==> config.mk <==
export PLATFORM = sky130hd
export DESIGN_NAME = decode_stage_p
export DESIGN_NICKNAME = d
export VERILOG_FILES = /design/src/rtl/decode_stage_p_pkg.sv /design/src/rtl/decode_stage_p_reg_file_bypass.sv /design/src/rtl/decode_stage_p.sv
export SDC_FILE = /design/constraint.sdc
export NUM_CORES = 2
export LEC_CHECK = 0
export CORE_MARGIN = 1.5
export CORE_UTILIZATION = 35
export DETAILED_ROUTE_END_ITERATION = 8
export GPL_ROUTABILITY_DRIVEN = 0
export GPL_TIMING_DRIVEN = 0
export SYNTH_ARGS = -nofsm -noshare
export SYNTH_HDL_FRONTEND = slang
export SYNTH_HIERARCHICAL = 1
export SYNTH_SLANG_ARGS = --single-unit
==> constraint.sdc <==
create_clock -name clk -period 6.1 [get_ports clk]
set_input_delay 1.22 -clock clk [delete_from_list [all_inputs] [get_ports clk]]
set_output_delay 1.22 -clock clk [all_outputs]
set_load 0.01 [all_outputs]
==> src/rtl/decode_stage_p_pkg.sv <==
// Shared types for the decode stage: op classes, opcode values, instruction
// field layouts and the registered control portion of the output slot.
package decode_stage_p_pkg;

    localparam int unsigned OPC_W    = 6;
    localparam int unsigned REGF_W   = 5;
    localparam int unsigned INSTR_W  = 32;

    typedef enum logic [2:0] {
        OP_NOP   = 3'd0,
        OP_ALU_R = 3'd1,
        OP_ADDI  = 3'd2,
        OP_BEQ   = 3'd3,
        OP_LW    = 3'd4,
        OP_SW    = 3'd5,
        OP_J     = 3'd6
    } op_class_e;

    localparam logic [OPC_W-1:0] OPC_RTYPE = 6'h00;
    localparam logic [OPC_W-1:0] OPC_J     = 6'h02;
    localparam logic [OPC_W-1:0] OPC_BEQ   = 6'h04;
    localparam logic [OPC_W-1:0] OPC_ADDI  = 6'h08;
    localparam logic [OPC_W-1:0] OPC_LW    = 6'h23;
    localparam logic [OPC_W-1:0] OPC_SW    = 6'h2B;

    typedef struct packed {
        logic [OPC_W-1:0]  opcode;
        logic [REGF_W-1:0] rs;
        logic [REGF_W-1:0] rt;
        logic [REGF_W-1:0] rd;
        logic [4:0]        shamt;
        logic [5:0]        funct;
    } rtype_t;

    typedef struct packed {
        logic [OPC_W-1:0]  opcode;
        logic [REGF_W-1:0] rs;
        logic [REGF_W-1:0] rt;
        logic [15:0]       imm;
    } itype_t;

    typedef struct packed {
        logic [OPC_W-1:0] opcode;
        logic [25:0]      target;
    } jtype_t;

    // Register addresses are kept at full field width; the top narrows them.
    typedef struct packed {
        op_class_e         op;
        logic              we;
        logic [REGF_W-1:0] rs_a;
        logic [REGF_W-1:0] rt_a;
        logic [REGF_W-1:0] rd_a;
    } decoded_slot_t;

    function automatic op_class_e decode_op(input logic [OPC_W-1:0] opcode);
        case (opcode)
            OPC_RTYPE: return OP_ALU_R;
            OPC_ADDI:  return OP_ADDI;
            OPC_BEQ:   return OP_BEQ;
            OPC_LW:    return OP_LW;
            OPC_SW:    return OP_SW;
            OPC_J:     return OP_J;
            default:   return OP_NOP;
        endcase
    endfunction

endpackage

==> src/rtl/decode_stage_p_reg_file_bypass.sv <==
// Architectural register file: two combinational read ports with write-through
// from the single write port; register 0 is hardwired to zero.
module reg_file_bypass #(
    parameter int unsigned XLEN     = 32,
    parameter int unsigned NUM_REGS = 32,
    localparam int unsigned AW      = $clog2(NUM_REGS)
) (
    input  logic            clk,
    input  logic            rst_n,
    input  logic [AW-1:0]   ra_addr_i,
    output logic [XLEN-1:0] ra_data_o_c,
    input  logic [AW-1:0]   rb_addr_i,
    output logic [XLEN-1:0] rb_data_o_c,
    input  logic            we_i,
    input  logic [AW-1:0]   waddr_i,
    input  logic [XLEN-1:0] wdata_i
);

    logic [XLEN-1:0] mem_q [NUM_REGS];
    logic            wr_ok;

    assign wr_ok = we_i && (waddr_i != '0) && (32'(waddr_i) < NUM_REGS);

    always_ff @(posedge clk) begin
        if (!rst_n) begin
            for (int i = 0; i < int'(NUM_REGS); i++) begin
                mem_q[i] <= '0;
            end
        end else if (wr_ok) begin
            mem_q[waddr_i] <= wdata_i;
        end
    end

    // Same-cycle writeback is forwarded so a waiting consumer can issue now.
    always_comb begin
        ra_data_o_c = '0;
        if ((ra_addr_i != '0) && (32'(ra_addr_i) < NUM_REGS)) begin
            ra_data_o_c = (wr_ok && (waddr_i == ra_addr_i)) ? wdata_i : mem_q[ra_addr_i];
        end
    end

    always_comb begin
        rb_data_o_c = '0;
        if ((rb_addr_i != '0) && (32'(rb_addr_i) < NUM_REGS)) begin
            rb_data_o_c = (wr_ok && (waddr_i == rb_addr_i)) ? wdata_i : mem_q[rb_addr_i];
        end
    end

endmodule

==> src/rtl/decode_stage_p.sv <==
// Instruction decode stage: decodes, reads operands with bypass, tracks pending
// destinations for RAW stalls and holds one registered output slot.
module decode_stage_p
    import decode_stage_p_pkg::*;
#(
    parameter int unsigned      XLEN     = 32,
    parameter int unsigned      NUM_REGS = 32,
    parameter logic [XLEN-1:0]  RESET_PC = '0,
    localparam int unsigned     AW       = $clog2(NUM_REGS)
) (
    input  logic            clk,
    input  logic            reset,
    input  logic            in_valid,
    output logic            in_ready,
    input  logic [31:0]     in_instr,
    input  logic [XLEN-1:0] in_pc,
    output logic            out_valid,
    input  logic            out_ready,
    output op_class_e       out_op,
    output logic [AW-1:0]   out_rs_a,
    output logic [AW-1:0]   out_rt_a,
    output logic [AW-1:0]   out_rd_a,
    output logic [XLEN-1:0] out_rs,
    output logic [XLEN-1:0] out_rt,
    output logic            out_we,
    output logic [XLEN-1:0] out_imm,
    output logic [XLEN-1:0] out_pc,
    output logic [XLEN-1:0] out_pc_jmp,
    input  logic            wb_en,
    input  logic [AW-1:0]   wb_rd,
    input  logic [XLEN-1:0] wb_data,
    input  logic            flush,
    output logic            hazard
);

    logic                valid_q, valid_d;
    decoded_slot_t       slot_q, slot_d;
    logic [XLEN-1:0]     rs_q, rs_d, rt_q, rt_d, imm_q, imm_d;
    logic [XLEN-1:0]     pc_q, pc_d, pc_jmp_q, pc_jmp_d;
    logic [NUM_REGS-1:0] pend_q, pend_d;

    itype_t          ii;
    op_class_e       dec_op;
    logic [AW-1:0]   f_rs, f_rt, f_rd;
    logic [AW-1:0]   dec_rs_a, dec_rt_a, dec_rd_a;
    logic            dec_we;
    logic [XLEN-1:0] rs_val, rt_val;
    logic            wb_hit_rs, wb_hit_rt, in_fire;

    function automatic logic [AW-1:0] map_reg(input logic [REGF_W-1:0] f);
        return (32'(f) < NUM_REGS) ? AW'(f) : '0;
    endfunction

    assign ii = itype_t'(in_instr);

    // rd of an R-type overlays imm[15:11] of the I-type layout.
    always_comb begin
        dec_op   = decode_op(ii.opcode);
        f_rs     = map_reg(ii.rs);
        f_rt     = map_reg(ii.rt);
        f_rd     = map_reg(ii.imm[15:11]);
        dec_rs_a = '0;
        dec_rt_a = '0;
        dec_rd_a = '0;
        case (dec_op)
            OP_ALU_R: begin
                dec_rs_a = f_rs;
                dec_rt_a = f_rt;
                dec_rd_a = f_rd;
            end
            OP_ADDI, OP_LW: begin
                dec_rs_a = f_rs;
                dec_rd_a = f_rt;
            end
            OP_BEQ, OP_SW: begin
                dec_rs_a = f_rs;
                dec_rt_a = f_rt;
            end
            default: ;
        endcase
        dec_we = (dec_rd_a != '0);
    end

    reg_file_bypass #(
        .XLEN     (XLEN),
        .NUM_REGS (NUM_REGS)
    ) u_rf (
        .clk         (clk),
        .rst_n       (reset),
        .ra_addr_i   (dec_rs_a),
        .ra_data_o_c (rs_val),
        .rb_addr_i   (dec_rt_a),
        .rb_data_o_c (rt_val),
        .we_i        (wb_en),
        .waddr_i     (wb_rd),
        .wdata_i     (wb_data)
    );

    // Unused sources decode to r0, which is never pending.
    assign wb_hit_rs = wb_en && (wb_rd == dec_rs_a);
    assign wb_hit_rt = wb_en && (wb_rd == dec_rt_a);
    assign hazard    = in_valid && ((pend_q[dec_rs_a] && !wb_hit_rs) ||
                                    (pend_q[dec_rt_a] && !wb_hit_rt));
    assign in_ready  = reset && !flush && !hazard && (!valid_q || out_ready);
    assign in_fire   = in_valid && in_ready;

    // Scoreboard: writeback and flush clear, a newly issued writer sets last.
    always_comb begin
        pend_d = pend_q;
        if (wb_en && (32'(wb_rd) < NUM_REGS)) begin
            pend_d[wb_rd] = 1'b0;
        end
        if (flush && valid_q && slot_q.we) begin
            pend_d[AW'(slot_q.rd_a)] = 1'b0;
        end
        if (in_fire && dec_we) begin
            pend_d[dec_rd_a] = 1'b1;
        end
        pend_d[0] = 1'b0;
    end

    always_comb begin
        valid_d  = valid_q;
        slot_d   = slot_q;
        rs_d     = rs_q;
        rt_d     = rt_q;
        imm_d    = imm_q;
        pc_d     = pc_q;
        pc_jmp_d = pc_jmp_q;
        if (flush || (!in_fire && valid_q && out_ready)) begin
            valid_d  = 1'b0;
            pc_d     = RESET_PC;
            pc_jmp_d = RESET_PC;
        end else if (in_fire) begin
            valid_d     = 1'b1;
            slot_d.op   = dec_op;
            slot_d.we   = dec_we;
            slot_d.rs_a = REGF_W'(dec_rs_a);
            slot_d.rt_a = REGF_W'(dec_rt_a);
            slot_d.rd_a = REGF_W'(dec_rd_a);
            rs_d        = rs_val;
            rt_d        = rt_val;
            imm_d       = {{(XLEN-16){ii.imm[15]}}, ii.imm};
            pc_d        = in_pc;
            pc_jmp_d    = {in_pc[XLEN-1:28], in_instr[25:0], 2'b00};
        end
    end

    always_ff @(posedge clk) begin
        if (!reset) begin
            valid_q  <= 1'b0;
            slot_q   <= '0;
            rs_q     <= '0;
            rt_q     <= '0;
            imm_q    <= '0;
            pc_q     <= RESET_PC;
            pc_jmp_q <= RESET_PC;
            pend_q   <= '0;
        end else begin
            valid_q  <= valid_d;
            slot_q   <= slot_d;
            rs_q     <= rs_d;
            rt_q     <= rt_d;
            imm_q    <= imm_d;
            pc_q     <= pc_d;
            pc_jmp_q <= pc_jmp_d;
            pend_q   <= pend_d;
        end
    end

    assign out_valid  = valid_q;
    assign out_op     = slot_q.op;
    assign out_we     = slot_q.we;
    assign out_rs_a   = AW'(slot_q.rs_a);
    assign out_rt_a   = AW'(slot_q.rt_a);
    assign out_rd_a   = AW'(slot_q.rd_a);
    assign out_rs     = rs_q;
    assign out_rt     = rt_q;
    assign out_imm    = imm_q;
    assign out_pc     = pc_q;
    assign out_pc_jmp = pc_jmp_q;

endmodule
==> run summary <==
status: finished, violations left
failing checks: capacitance limit, slew limit, setup timing
Slew HR: -0.0658
Final TNS setup: -1640 ps
Crit path largest cell delay: 700 ps
EDFF count, synth: 1024
area grow syn2layout: 18.4%
Final HPWL DP: 210 mm
DRT iter0 DRCs: 8743
setup ws final: -220 ps
drt first pass iters: 9
CTS tree: done
Peak VDD IR: 252 uV
cts hold-fix bufs: 0
Final nets: 5576
residual DRC count: 0
DRT antenna net count: 0
I/O pins: 289
cell mode on critical path: buf_2
grt ovf: 0
Synth Warn #: 6
post-synthesis cell area: 64300 um^2
CP cell instances: clkdlybuf4s50_1, or4_1, buf_2, o22ai_4, and2_1, clkbuf_4, buf_2, inv_2, buf_2, mux2i_1, a21oi_1, a211oi_1, nor2_1, nand3_1, o21ai_0
Worst-Margin Slew: 1590 ps
synth top area cells: edfxtp_1, mux4_2, and2_1
wire length of the first global-routing pass: 386 mm
Min-Delay Path Class: register to register
DP Area: 71700 um^2
maximum level of the CTS H-tree: 4
element type at the critical path start: input port
Crit Path Class: input port to register
FILL cells: 16955
Buffers on Ports: 278
Mapped Cells: 4977
Longest Clk Path Bufs: 3
CP required: 6730 ps
largest net degree at the start of global routing: 23
Seq cells post-synth: 1213
sequential area share after synthesis: 0.537
most frequently used flop master after synthesis: edfxtp_1
final design area excluding fillers: 76200 um^2
Yosys cell types: 83
Avg Inst Size Synth: 12.9 um^2
Final Cycle Share: 1.04
Hold Vio Cnt, Final: 0
Via Count: 49961
CP max-delay cell: mux2i_1
Core Region: 183000 um^2
CP delay by family, top: buffers and inverters
min cycle time layout: 6320 ps
Final Max Tran Viols: 30
Layout Skew: 44.3 ps
Place WS: -1100 ps
Worst setup EP type: register
Worst Path Buf+Inv: 6
DIE AREA: 186000 um^2
Yosys top cell area share: 0.478
Arr. time, crit path: 6950 ps
ys async rst share: 0
vias per std cell: 6.20
Worst-Skew Late Latency: 830 ps
layout cells sized above 1: 0.158
Vert. Die Dim: 432 um
Tot GR Track Use: 0.301
Routed WL per cell: 35.8 um
final setup vio count: 14
CTS buffer count: 135
cell row count: 157
initial antenna violation count: 19
power per cell area: 261 nW/um^2
max_cap viols: 3
final wirelength: 288 mm
Critical Path Fanout Max: 10
CTS Sinks: 1213
Clock Tree Root: clkbuf_16
Initial Util: 0.352
clock slew at reported path FFs: 60 ps
FMAX: 158 MHz
vias in the first global route: 47444
leakage: 25.0 nW
post-synth top area cell: edfxtp_1
width of the die: 432 um
-- state kept, by name, indices dropped and copies added (netlist names) --
name and cells:
out_valid 1, pend_q 31, out_we 1, out_rt 32, out_rs_a 5, out_op 3
u_rf/mem_q 1024, out_rd_a 5, out_rs 32, out_imm 16, out_pc 32, out_rt_a 5
out_pc_jmp 26
-- cell usage after synthesis (all sizes together) (11+ instances only) --
cell     instances
a221oi          36
a32o            32
mux2            40
buf            164
clkbuf         380
nand3          103
and2           974
o31ai           33
nand2          379
nor3b           11
mux4           371
o221ai          33
edfxtp        1024
o2111ai         33
a22oi           72
a211oi          53
nand2b          16
nor2            78
a221o           13
nor3            49
mux2i          397
a21oi          105
a22o            13
o22ai           38
nand4           12
and3            18
xnor2           12
o21ai          159
dfxtp          189
-- what timing repair did --
action	4_1_cts	5_1_grt
setup buffers	3	3
endpoints found under the hold margin	0	0
setup endpoints to repair	24	46
pin swaps	1	1
gates resized for setup	8	34
-- cell families after synthesis --
family | after synthesis | share of synthesized area
xor+xnor | 19 | 0.00259
simple gates | 1688 | 0.145
other cells | 2 | 0.000117
compound gates | 693 | 0.0764
mux | 808 | 0.199
buf+inv | 554 | 0.0403
flops | 1213 | 0.537
-- placed cells by master, fill, tap and decap left out, types with 50 or more instances in the layout --
master           count
mux4_2             361
buf_2               73
o21ai_1             77
clkbuf_1           385
o21ai_0             50
nand2_1            379
a21oi_1            101
clkbuf_16          138
nor2_1              78
dfxtp_1            189
edfxtp_1          1024
and2_1             973
a22oi_1             72
clkdlybuf4s50_1    277
nand3_1            103
mux2i_1            396
-- area by class of cell --
| type | count | area (um^2) | share of cell area |
|---|---|---|---|
| Sequential cell | 1213 | 34500 | 0.453 |
| Multi-Input combinational cell | 3242 | 27700 | 0.364 |
| Timing Repair Buffer | 326 | 3800 | 0.0499 |
| Clock buffer | 176 | 3700 | 0.0486 |
| Tap cell | 2464 | 3080 | 0.0405 |
| Buffer | 541 | 2590 | 0.0340 |
| Clock inverter | 69 | 648 | 0.00851 |
| Inverter | 10 | 37.5 | 0.000493 |
| Antenna cell | 12 | 30.0 | 0.000394 |
-- worst min-delay path, stage by stage, from the launching register on --
cell and delay [ps]:
dfxtp_1 310, nand2_1 50, o21ai_1 50
-- worst paths after layout --
kind                 from         end  slack [ps]  depth (start not counted)
max          in_instr[29]   out_rt[7]        -220                         15
min            out_imm[1]  out_imm[1]         450                          2
max reg2reg     pend_q[2]  out_rs[13]        1840                          9
min reg2reg    out_imm[1]  out_imm[1]         450                          2
-- per-layer routing --
layer / part of all wire / wire [um] / global-route usage
met1: 0.34 / 99300 / 0.359
met2: 0.43 / 123000 / 0.446
met3: 0.15 / 42100 / 0.119
met4: 0.083 / 23800 / 0.205
met5: 0.00093 / 268 / 0.00781
-- report_power, final --
| part | switching (W) | internal, W |
|---|---|---|
| clock network | 0.00363 | 0.00461 |
| logic | 0.00130 | 0.000745 |
| registers | 0.000233 | 0.00939 |
-- per-stage QoR --
| step | hold WS [ps] | power [W] | instances | utilization |
|---|---|---|---|---|
| 5_1_grt | 468 | 0.0203 | 8042 | 0.416 |
| 4_1_cts | 452 | 0.0198 | 8039 | 0.416 |
| 3_3_place_gp | 436 | 0.0116 | 7751 | 0.385 |
| 3_5_place_dp | 442 | 0.0117 | 7792 | 0.392 |
| 6_report | 449 | 0.0199 | 8053 | 0.416 |
| 2_1_floorplan | 468 | 0.0107 | 5009 | - |
Note: power is estimated with default switching activity, not from simulation.
